`src/rtl/udc_input_ctrl.sv`:
```
// udc_input_ctrl: generates the slow count clock and a debounced, slow-clock-safe direction level x.
// Build macro UDC_HOLD_EN: a synchronized btn_hold freezes the slow clock divider.
module udc_input_ctrl #(
  parameter int DB_CYCLES = 4,
  parameter int DIV       = 4
) (
  input  logic clk,
  input  logic reset,
  input  logic btn_dir,
  input  logic btn_hold,
  output logic slow_clk,
  output logic x,
  output logic dir_changed,
  output logic db_level
);

  localparam int DBW  = (DB_CYCLES > 1) ? $clog2(DB_CYCLES) : 1;
  localparam int DIVW = (DIV > 1) ? $clog2(DIV) : 1;
  localparam logic [DBW-1:0]  DB_LAST  = DBW'(DB_CYCLES - 1);
  localparam logic [DBW-1:0]  DB_ONE   = DBW'(1);
  localparam logic [DIVW-1:0] DIV_LAST = DIVW'(DIV - 1);
  localparam logic [DIVW-1:0] DIV_ONE  = DIVW'(1);

  typedef enum logic [1:0] {
    IDLE,
    WAIT_HI,
    PRESSED,
    WAIT_LO
  } db_state_t;

  db_state_t       state;
  logic [DBW-1:0]  db_cnt;
  logic [DIVW-1:0] div_cnt;
  logic            dir_meta;
  logic            dir_sync;
  logic            dir_pending;
  logic            freeze;
  logic            press_accept;
  logic            slow_toggle;
  logic            apply;

  // Two-flop synchronizer for the asynchronous direction button
  always_ff @(posedge clk or posedge reset) begin
    if (reset) begin
      dir_meta <= 1'b0;
      dir_sync <= 1'b0;
    end else begin
      dir_meta <= btn_dir;
      dir_sync <= dir_meta;
    end
  end

`ifdef UDC_HOLD_EN
  logic hold_meta;
  logic hold_sync;

  always_ff @(posedge clk or posedge reset) begin
    if (reset) begin
      hold_meta <= 1'b0;
      hold_sync <= 1'b0;
    end else begin
      hold_meta <= btn_hold;
      hold_sync <= hold_meta;
    end
  end

  assign freeze = hold_sync;
`else
  logic unused_hold;
  assign unused_hold = btn_hold;
  assign freeze      = 1'b0;
`endif

  assign press_accept = (state == WAIT_HI) && dir_sync && (db_cnt == DB_LAST);
  assign slow_toggle  = !freeze && (div_cnt == DIV_LAST);
  // x may only move while slow_clk is low and stays low through the next edge
  assign apply        = dir_pending && !slow_clk && !slow_toggle;

  // Debounce FSM: a level is accepted only after DB_CYCLES steady samples
  always_ff @(posedge clk or posedge reset) begin
    if (reset) begin
      state    <= IDLE;
      db_cnt   <= '0;
      db_level <= 1'b0;
    end else begin
      unique case (state)
        IDLE: begin
          if (dir_sync) begin
            state  <= WAIT_HI;
            db_cnt <= '0;
          end
        end
        WAIT_HI: begin
          if (!dir_sync) begin
            state <= IDLE;
          end else if (db_cnt == DB_LAST) begin
            state    <= PRESSED;
            db_level <= 1'b1;
          end else begin
            db_cnt <= db_cnt + DB_ONE;
          end
        end
        PRESSED: begin
          if (!dir_sync) begin
            state  <= WAIT_LO;
            db_cnt <= '0;
          end
        end
        WAIT_LO: begin
          if (dir_sync) begin
            state <= PRESSED;
          end else if (db_cnt == DB_LAST) begin
            state    <= IDLE;
            db_level <= 1'b0;
          end else begin
            db_cnt <= db_cnt + DB_ONE;
          end
        end
        default: state <= IDLE;
      endcase
    end
  end

  // Slow clock divider; a held divider keeps both its count and phase
  always_ff @(posedge clk or posedge reset) begin
    if (reset) begin
      div_cnt  <= '0;
      slow_clk <= 1'b0;
    end else if (!freeze) begin
      if (div_cnt == DIV_LAST) begin
        div_cnt  <= '0;
        slow_clk <= ~slow_clk;
      end else begin
        div_cnt <= div_cnt + DIV_ONE;
      end
    end
  end

  // An apply consumes the pending toggle; a press in the same cycle re-arms it
  always_ff @(posedge clk or posedge reset) begin
    if (reset) begin
      x           <= 1'b1;
      dir_pending <= 1'b0;
      dir_changed <= 1'b0;
    end else begin
      dir_changed <= apply;
      if (apply) begin
        x           <= ~x;
        dir_pending <= press_accept;
      end else if (press_accept) begin
        dir_pending <= ~dir_pending;
      end
    end
  end

endmodule

```
`config.mk`:
```
export PLATFORM = sky130hd
export DESIGN_NAME = udc_input_ctrl
export DESIGN_NICKNAME = d
export VERILOG_FILES = /design/src/rtl/udc_input_ctrl.sv
export SDC_FILE = /design/constraint.sdc
export NUM_CORES = 1
export LEC_CHECK = 0
export ABC_AREA = 1
export BUFFER_PORTS_ARGS = -buffer_cell sky130_fd_sc_hd__buf_2
export CAP_MARGIN = 15
export CELL_PAD_IN_SITES_DETAIL_PLACEMENT = 0
export CELL_PAD_IN_SITES_GLOBAL_PLACEMENT = 1
export CORE_AREA = 3 3 51 53
export DETAILED_ROUTE_END_ITERATION = 6
export DIE_AREA = 0 0 54 56
export PLACE_DENSITY = 0.52
export SYNTH_ARGS = -nofsm -noshare
export SYNTH_HDL_FRONTEND = slang
export SYNTH_SLANG_ARGS = --single-unit
```
`constraint.sdc`:
```
create_clock -name clk -period 2.3 [get_ports clk]
set_clock_uncertainty 0.05 [all_clocks]
set_input_delay 0.46 -clock clk [delete_from_list [all_inputs] [get_ports clk]]
set_output_delay 0.46 -clock clk [all_outputs]
set_load 0.02 [all_outputs]
```
==> Word-level counts from Yosys, hierarchy flattened <==
Cells that the tools add are included.
{ "totals": {"regBits": 13, "in_bits": 4} }
{ "classes": {"addsub": 2, "reduce_logical": 12, "n_eq_ne": 13, "n_mux": 21, "n_bitwise": 3} }
{ "op_table": {"columns": ["operator", "count"], "rows": [
  ["two-way mux 2 bit", 12],
  ["one-hot mux 2 bit (4 select lines)", 2],
  ["inequality test 2 bit (second input constant)", 5],
  ["== test 2 bit (second input constant)", 4],
  ["AND reduction 4 bit", 2],
  ["two-way mux 1 bit", 6],
  ["AND reduction 5 bit", 1],
  ["adder 2 x 1 -> 2 bit (second input constant)", 2],
  ["logical AND 1 bit", 4],
  ["nonzero test 2 bit", 2],
  ["inequality test 3 x 2 -> 1 bit (second input constant)", 1],
  ["inequality test 3 bit (second input constant)", 1],
  ["inverter 1 bit", 3],
  ["== test 2 x 1 -> 1 bit (second input constant)", 1],
  ["logical NOT 1 bit", 2],
  ["logical NOT 2 bit", 1],
  ["inequality test 2 x 1 -> 1 bit (second input constant)", 1],
  ["one-hot mux 1 bit (2 select lines)", 1]
]} }

==> Depth between registers and ports, before layout <==
Gate-level depths: netlist (run 1).
{ "depth": {"depth_word": 5, "depth_mapped": 6, "mapped_depth_nobuf": 6} }

==> Least setup slack after synthesis (run 1) <==
OpenSTA, ideal clock, no wires.
{ "synth_timing": {"path_type": "register to output", "start": "register x", "end": "output port x", "path_stages_with_launch": 1, "n_path_buf": 0, "t_arrival_ps": 570, "required_time_ps": 1790, "slack_ps": 1220, "path_cell_list": "dfstp_2"} }
{ "synth_rtl": {"columns": ["element", "line_no", "rtl"], "rows": [
  ["start, declared", "12", "output logic x,"],
  ["start signal, assigned", "148", "x <= ~x;"]
]} }
No word-level cell between the ends.

==> Final worst setup path (run 1) <==
{ "layout_timing": {"start": "register x", "end": "output port x"} }
No word-level cell between the ends.

==> results of run 1 <==
kinds of logic (layout without fill, tap and decap cells):
group | count (synthesis) | in the layout | synth area share [%]
buffers and inverters | 7 | 17 | 4.795
xor gates and xnor gates | 3 | 3 | 4.795
DFF | 13 | 13 | 59.59
adders and majority gates | 3 | 3 | 6.850
AOI/OAI and AO/OA | 6 | 6 | 5.936
and+or+nand+nor | 25 | 25 | 18.04
per-layer routing:
| metal | GRT usage (%) | routed length, um |
|---|---|---|
| met4 | 3.203 | 10 |
| met1 | 8.652 | 414 |
| met2 | 10.21 | 368 |
| met3 | 4.021 | 60 |
| met5 | 0 | 0 |
final timing paths:
check,startpoint,endpoint,cells past startpoint
worst min-delay path,reset,dir_sync$_DFF_PP0_,2
worst max-delay path,x$_DFFE_PP1P_,x,1
max in group asynchronous,reset,x$_DFFE_PP1P_,2
worst max register to register,db_cnt[0]$_DFFE_PP0P_,db_cnt[1]$_DFFE_PP0P_,5
min in group clk,btn_dir,dir_meta$_DFF_PP0_,1
worst min register to register,dir_meta$_DFF_PP0_,dir_sync$_DFF_PP0_,0
cell usage in the layout, fill, tap and decap left out:
cell type and count:
sky130_fd_sc_hd__nand2_1 16, sky130_fd_sc_hd__dfrtp_1 12, sky130_fd_sc_hd__inv_1 7, sky130_fd_sc_hd__nor2_1 6, sky130_fd_sc_hd__buf_2 6, sky130_fd_sc_hd__o21ai_0 4
sky130_fd_sc_hd__ha_1 3, sky130_fd_sc_hd__clkbuf_4 3, sky130_fd_sc_hd__xnor2_1 2, sky130_fd_sc_hd__nand3_1 2, sky130_fd_sc_hd__or2_0 1, sky130_fd_sc_hd__o21ai_1 1
sky130_fd_sc_hd__xor2_1 1, sky130_fd_sc_hd__o211ai_1 1, sky130_fd_sc_hd__clkbuf_1 1, sky130_fd_sc_hd__dfstp_2 1
sequential cells by signal, indices dropped and copies added, names as in the netlist, named ones only:
register / flops
db_cnt: 2
db_level: 1
dir_changed: 1
dir_meta: 1
dir_pending: 1
dir_sync: 1
div_cnt: 2
slow_clk: 1
state: 1
x: 1
through the flow:
stage,std cells,setup WS (ns),utilization (%)
floorplan,57,1.220,-
global placement,91,1.118,27.98
detailed placement,91,1.123,27.98
CTS,95,0.8099,29.18
global route,95,0.7820,29.18
finish,95,0.8268,29.18
power breakdown:
part / total, mW / switching [mW] / internal [mW] / leakage [nW]
logic: 0.189 / 0.115 / 0.0735 / 0.167
registers: 0.344 / 0.0543 / 0.290 / 0.163
clock network: 0.139 / 0.0722 / 0.0672 / 0.0150
total: 0.672 / 0.242 / 0.430 / 0.346
area by class of cell:
class / count / area (sq um) / area share, %
flip-flops and latches: 13 / 326.6 / 51.08
well taps: 28 / 35.03 / 5.479
multi-input cells: 37 / 195.2 / 30.53
inverters: 7 / 26.28 / 4.110
repair buffers: 6 / 30.03 / 4.697
clock buffers: 4 / 26.28 / 4.110
==> run summary, run 1 <==
Setup repair after global routing left no endpoint under its margin. The number of setup buffers added after CTS is 0. Once layout is done, the placed cells without fillers occupy 639.4 sq um. Setup violations remaining at the end of the flow were counted as 0. Headroom to the max-slew limit came out at 67.42%. Of all nets on the critical path, the largest fanout is 2. The die outline width was 54 um; the share of the synthesized area in the top cell type was 54.79%. The total overflow reported by the global router was 0. For this run, the slowest stage of the critical path takes 0.54 ns.

Entering global routing, the biggest net connects 14 pins. Of the synthesized area, sequential elements account for 59.59%. The core outline area is 2191 sq um, and the vias after detailed routing is 394.

The count of nets left with antenna violations once routing finished came out at 0. For the pin with the worst max-slew slack, the measured transition is 0.4881 ns. Cell area after synthesis: 548.0 sq um. The sum of buffers and inverters on the critical path was 1.

The minimum setup slack among reg-to-reg paths was 1.13 ns; the row count was 17. The leading cell type by number of instances after synthesis was sky130_fd_sc_hd__nand2_1. The critical path in this run is classified as reg -> out.

The run gives 1 as the count of H-tree levels built during CTS. Averaged over all synthesized cells, the footprint is 9.614 sq um. The instance area after placement was 613.1 sq um; the final cycle utilization of the critical path was 64.05%.

The tools report the max-slew violation count as 0. The layout overhead on the synthesized area was 16.67%. In this run the clock root is driven by a sky130_fd_sc_hd__clkbuf_4. For the weighted congestion reported at the end of routability-driven placement, the log shows 0.7635.

The starting density of the core was 25.01%. The number of standard cells after synthesis was 57. The signal on the critical path passes through buf_2. The slowest stage cell on the critical path is sky130_fd_sc_hd__dfstp_2. Counting instances in the post-synthesis netlist gives the leading cell types as sky130_fd_sc_hd__nand2_1, sky130_fd_sc_hd__dfrtp_1, sky130_fd_sc_hd__inv_1. The maximum achievable frequency is 0.6788 GHz.

Among cell families on the critical path, the largest total delay comes from flip-flops. For the total power draw, the log shows 0.6720 mW. The share of final-layout standard cells stronger than drive strength 1 is 14.93%, and the half-perimeter wire length of the detailed placement result is 628.5 um. Counting flops and latches in the post-synthesis netlist gives 13. Average wire per standard cell: 8.989 um. Summed over all instances, the cell type with the most area after synthesis is sky130_fd_sc_hd__dfrtp_1. The worst endpoint required time is 1.79 ns. The CTS clock-pin slew for the worst setup and hold paths was 0.08 ns; the distinct cell type count of the synthesized netlist was 13. Kind of launch point of the worst setup path: a flop.

The logs give 3 for the number of CTS-inserted buffers and 0 ns for the summed negative setup slack over all endpoints. The height of the chip was 56 um. The overall die area came out at 3024 sq um. TritonCTS built the clock tree. The number of detailed-routing iterations run before antenna repair is 3. Hold is met by 0.1401 ns. The smallest clock period supported by the final layout is computed as 1.473 ns. The number of antenna violations at the first check in global routing is 0.

The layout has 240 filler cells. The logs give 357 for the via count of the first global-routing pass and 13 for the number of sinks driven by the clock tree. Data arrival at the endpoint of the critical path: 0.96 ns.

The flow ran to the end, and the final reports show no timing, DRC or antenna violations. During synthesis, Yosys emitted a total of 0 warnings. Power spread over the standard cell area amounts to 1051 nW/um^2.

The tools report the antenna diode instance count as 0. For this run, the post-layout net count is 75. Main flop type after synthesis: sky130_fd_sc_hd__dfrtp_1. The post-synth net total came out at 64. The logs give 0 for the final-report hold violation count and 7.177% for the global-route usage over all layers. Across the VDD grid, the largest voltage drop is 0.0006357 V.

The min-delay analysis places its worst path in the category in -> async. The final layout contains routed wiring with a total length of 854 um. By area the synthesized netlist is led by sky130_fd_sc_hd__dfrtp_1, sky130_fd_sc_hd__nand2_1, sky130_fd_sc_hd__ha_1. The run gives 2 as the number of buffers on the longest clock path.

The first global-routing pass estimated 1518 um of wire. In this run the count of I/O pins placed on the die edge is 8. The detailed router finished its first iteration with 5 violations.

Counting flops with a built-in enable in the synthesized netlist gives 0. In this run the tool buffered the top-level ports with 6 buffer cells. The worst setup path is captured at an output port. The proportion of synthesized flip-flops having asynchronous set or reset came out at 100.0%. Dividing the detail-routed via count by the number of cells gives 4.147. Buffers inserted to repair hold after CTS numbered 0.

In the routed design, unresolved DRC markers number 0. The tools report the source-to-sink clock delay at the later pin of the worst-skew pair as 0.28 ns. The logs give 0.3455 nW for the static power due to leakage and 0 for the max-cap violation count.

The run gives 0 as the number of instances resized during post-cts repair.
(Power assumes the default switching activity.)
==> run 2: changes to the inputs <==
- clock period: 2.3 -> 1.47 ns (I/O delays scaled with it)
==> run 2 against run 1 <==
Effect of this change:
- global-route usage grew 0.47 points
- wire length grew 5.4%
- worst hold slack lost 0.071 ns
- non-clock buffer count grew 1
- highest routed layer unchanged
- setup slack lost 0.67 ns
==> run summary, run 2 (synthesized netlist as in run 1, its figures left out) <==
The run finished with clean final reports. The logs give 0.30 ns (-0.83 ns) for the minimum setup slack among reg-to-reg paths and 326.6 sq um (unchanged) for the sequential cell area in the final layout. The antenna diode instance count was 0 (unchanged); the proportion of power drawn by combinational gates was 28.3% (+0.2 points).

The tools report the number of buffers on the longest clock path as 2 (unchanged). The run gives 3 (unchanged) as the number of detailed-routing iterations run before antenna repair. Startpoint-to-endpoint class of the critical path: reg -> out. TritonCTS built the clock tree.

Setup repair after global routing left no endpoint under its margin. The source-to-sink clock delay at the later pin of the worst-skew pair is 0.27 ns (about the same), and the starting density of the core is 25.01% (unchanged). The critical path goes through buf_2. The final-report hold violation count came out at 0 (unchanged). Leaving out fill and tap cells, the most frequent cells in the layout are sky130_fd_sc_hd__nand2_1, sky130_fd_sc_hd__dfrtp_1, sky130_fd_sc_hd__inv_1. The run gives 20.7% (about the same) as the relative contribution of the clock network to total power. Maximum fanout along the worst path: 2 (unchanged). The area occupied by multi-input gates was 195.2 sq um (unchanged); the remaining antenna violation count after routing was 0 (unchanged). The net count reported at finish was 76 (+1.3%); the share of final-layout standard cells stronger than drive strength 1 was 14.71% (-0.22 points). The overall routed net length is 900 um (+5.4%). The worst path needs 1.313 ns of the cycle, external delays included. Of the available clock period, the critical path in the final layout requires 89.34%. The total power draw was 1.054 mW (+57%); the via count of the first global-routing pass was 384 (+7.6%). The number of inserted filler cells in the final layout came out at 246 (+2.5%). The number of antenna violations at the first check in global routing came out at 0 (unchanged). The tools report the post-CTS repair timing setup buffer count as 0 (unchanged). The run gives 0.6752 mW (+57%) as the cell-internal power. The vias after detailed routing is 381 (-3.3%), and the total overflow reported by the global router is 0 (unchanged). For the static power due to leakage, the log shows 0.3497 nW (+1.2%). The library cell used most frequently in the layout, excluding fill and tap cells, is sky130_fd_sc_hd__nand2_1.

The count of H-tree levels built during CTS was 1 (unchanged); the maximum number of pins on one net before global-route repair was 14 (unchanged). The row count came out at 17 (unchanged). Fraction of power spent switching nets: 35.93% (-0.056 points). The maximum achievable frequency was 0.7615 GHz; the sum of buffers and inverters on the critical path was 1 (unchanged).

The kind of launch point of the worst setup path was a flop. The max-slew violation count was 0 (unchanged). STA classifies the critical path endpoint as an output port.

The largest voltage drop on the vdd net is 0.0005717 V (-10%). The sequential share of power came out at 51.0% (-0.2 points). The global-route usage over all layers came out at 7.651% (+0.47 points). For this design, the slowest cell found on the critical path is sky130_fd_sc_hd__dfstp_2. The via density per instance is 3.969 (-4.3%). The number of endpoints failing setup at the final stage was 0 (unchanged).

The number of buffer cells added on primary ports works out to 6 (unchanged). CTS placed an instance of sky130_fd_sc_hd__clkbuf_4 at the clock tree root. The power density relative to cell area is 1623 nW/um^2 (+54%). The average wire per standard cell came out at 9.375 um (+4.3%). The summed negative setup slack over all endpoints is 0 ns (unchanged). The worst endpoint required time is 1.13 ns (-0.66 ns). The type of the tightest min-delay check is in -> reg.

The largest registers in the layout are db_cnt (2), div_cnt (2). The core outline area is 2191 sq um (unchanged), and the CTS clock-pin slew for the worst setup and hold paths is 0.08 ns (about the same). The weighted congestion reported at the end of routability-driven placement is 0.7413 (-2.9%), and the height of the chip is 56 um (unchanged).

Compared with the post-synthesis result, the final layout area differs by 18.49%. The logs give 3024 sq um (unchanged) for the overall die area and 1600 um (+5.4%) for the wire length of the first global-routing pass. For the number of sinks driven by the clock tree, the log shows 13 (unchanged).

The logs give 66.52% (-0.91 points) for the max-slew headroom at the worst pin and 6 (+1) for the starting DRC count in detailed routing. The top cell family by delay on the critical path was flip-flops. The worst setup margin is 0.1567 ns (-0.6701 ns), and the top-level I/O count is 8 (unchanged). The half-perimeter wire length of the detailed placement result is 649.8 um (+3.4%), and the pin slew with the least headroom to its limit is 0.5017 ns (+0.01359 ns). The tools report the pre-CTS setup slack as 0.3051 ns (-0.8179 ns).

The peak per-stage delay on the critical path was 0.54 ns (about the same); the number of CTS-inserted buffers was 3 (unchanged). The DRC violation count after routing was 0 (unchanged); the switching power of the nets was 0.3787 mW (+57%). The die outline width is 54 um (unchanged), and the data arrival at the endpoint of the critical path is 0.97 ns (about the same). For the number of instances resized during post-cts repair, the log shows 0 (unchanged).

The run gives 0 (unchanged) as the max-cap violation count.
==> run 2: changes by cell type in the layout (fill, tap and decap cells not counted), sizes merged <==
| cell | change |
|---|---|
| dlygate4sd3 | +1 |
==> run 2: final cells by class <==
cell class / instances / area share, %
flip-flops and latches: 13 / 50.29
inverters: 7 / 4.046
multi-input cells: 37 / 30.06
repair buffers: 7 / 6.166
well taps: 28 / 5.395
clock buffers: 4 / 4.046
==> run 2: power by group through the flow <==
| stage | registers (mW) | logic (mW) | clock network [mW] |
|---|---|---|---|
| floorplan | 0.569 | 0.189 | 0 |
| global placement | 0.547 | 0.305 | 0 |
| detailed placement | 0.546 | 0.300 | 0 |
| CTS | 0.540 | 0.303 | 0.235 |
| global route | 0.555 | 0.351 | 0.252 |
| finish | 0.538 | 0.298 | 0.218 |
==> run 2: routing by layer <==
metal,wire (um),vias up,global-route usage [%]
met5,0,-,0
met4,36,0,6.406
met3,42,5,3.217
met2,384,8,9.343
met1,437,170,9.967
li1,-,198,-
==> run 2: stage by stage <==
stage / instances / hold slack (ns) / utilization, % / area (sq um)
CTS: 96 / 0.05887 / 29.64 / 649.4
finish: 96 / 0.06917 / 29.64 / 649.4
detailed placement: 91 / 0.2962 / 27.98 / 613.1
global placement: 91 / 0.2979 / 27.98 / 613.1
floorplan: 57 / 0.1202 / - / 548.0
global route: 96 / 0.05154 / 29.64 / 649.4
==> run 2: worst register-to-register path, delay by kind of cell, from the launching register on <==
family,cells,cell delay (ns)
compound gates,1,0.07
fa+ha+maj,1,0.24
flops,1,0.42
simple gates,3,0.27
==> run 2: what timing repair did <==
action / in CTS / in global routing
hold buffers: 1 / 0
endpoints found under the hold margin: 7 / 0
setup endpoints to repair: 0 / 0
==> run 2: path summary, 6_finish.rpt <==
| path | from | to | cells past startpoint |
|---|---|---|---|
| setup / recovery | x$_DFFE_PP1P_ | x | 1 |
| max in group asynchronous | reset | x$_DFFE_PP1P_ | 3 |
| hold reg to reg | dir_meta$_DFF_PP0_ | dir_sync$_DFF_PP0_ | 0 |
| min in group asynchronous | reset | db_cnt[0]$_DFFE_PP0P_ | 3 |
| hold / removal | btn_dir | dir_meta$_DFF_PP0_ | 1 |
| setup reg to reg | db_cnt[0]$_DFFE_PP0P_ | db_cnt[1]$_DFFE_PP0P_ | 5 |
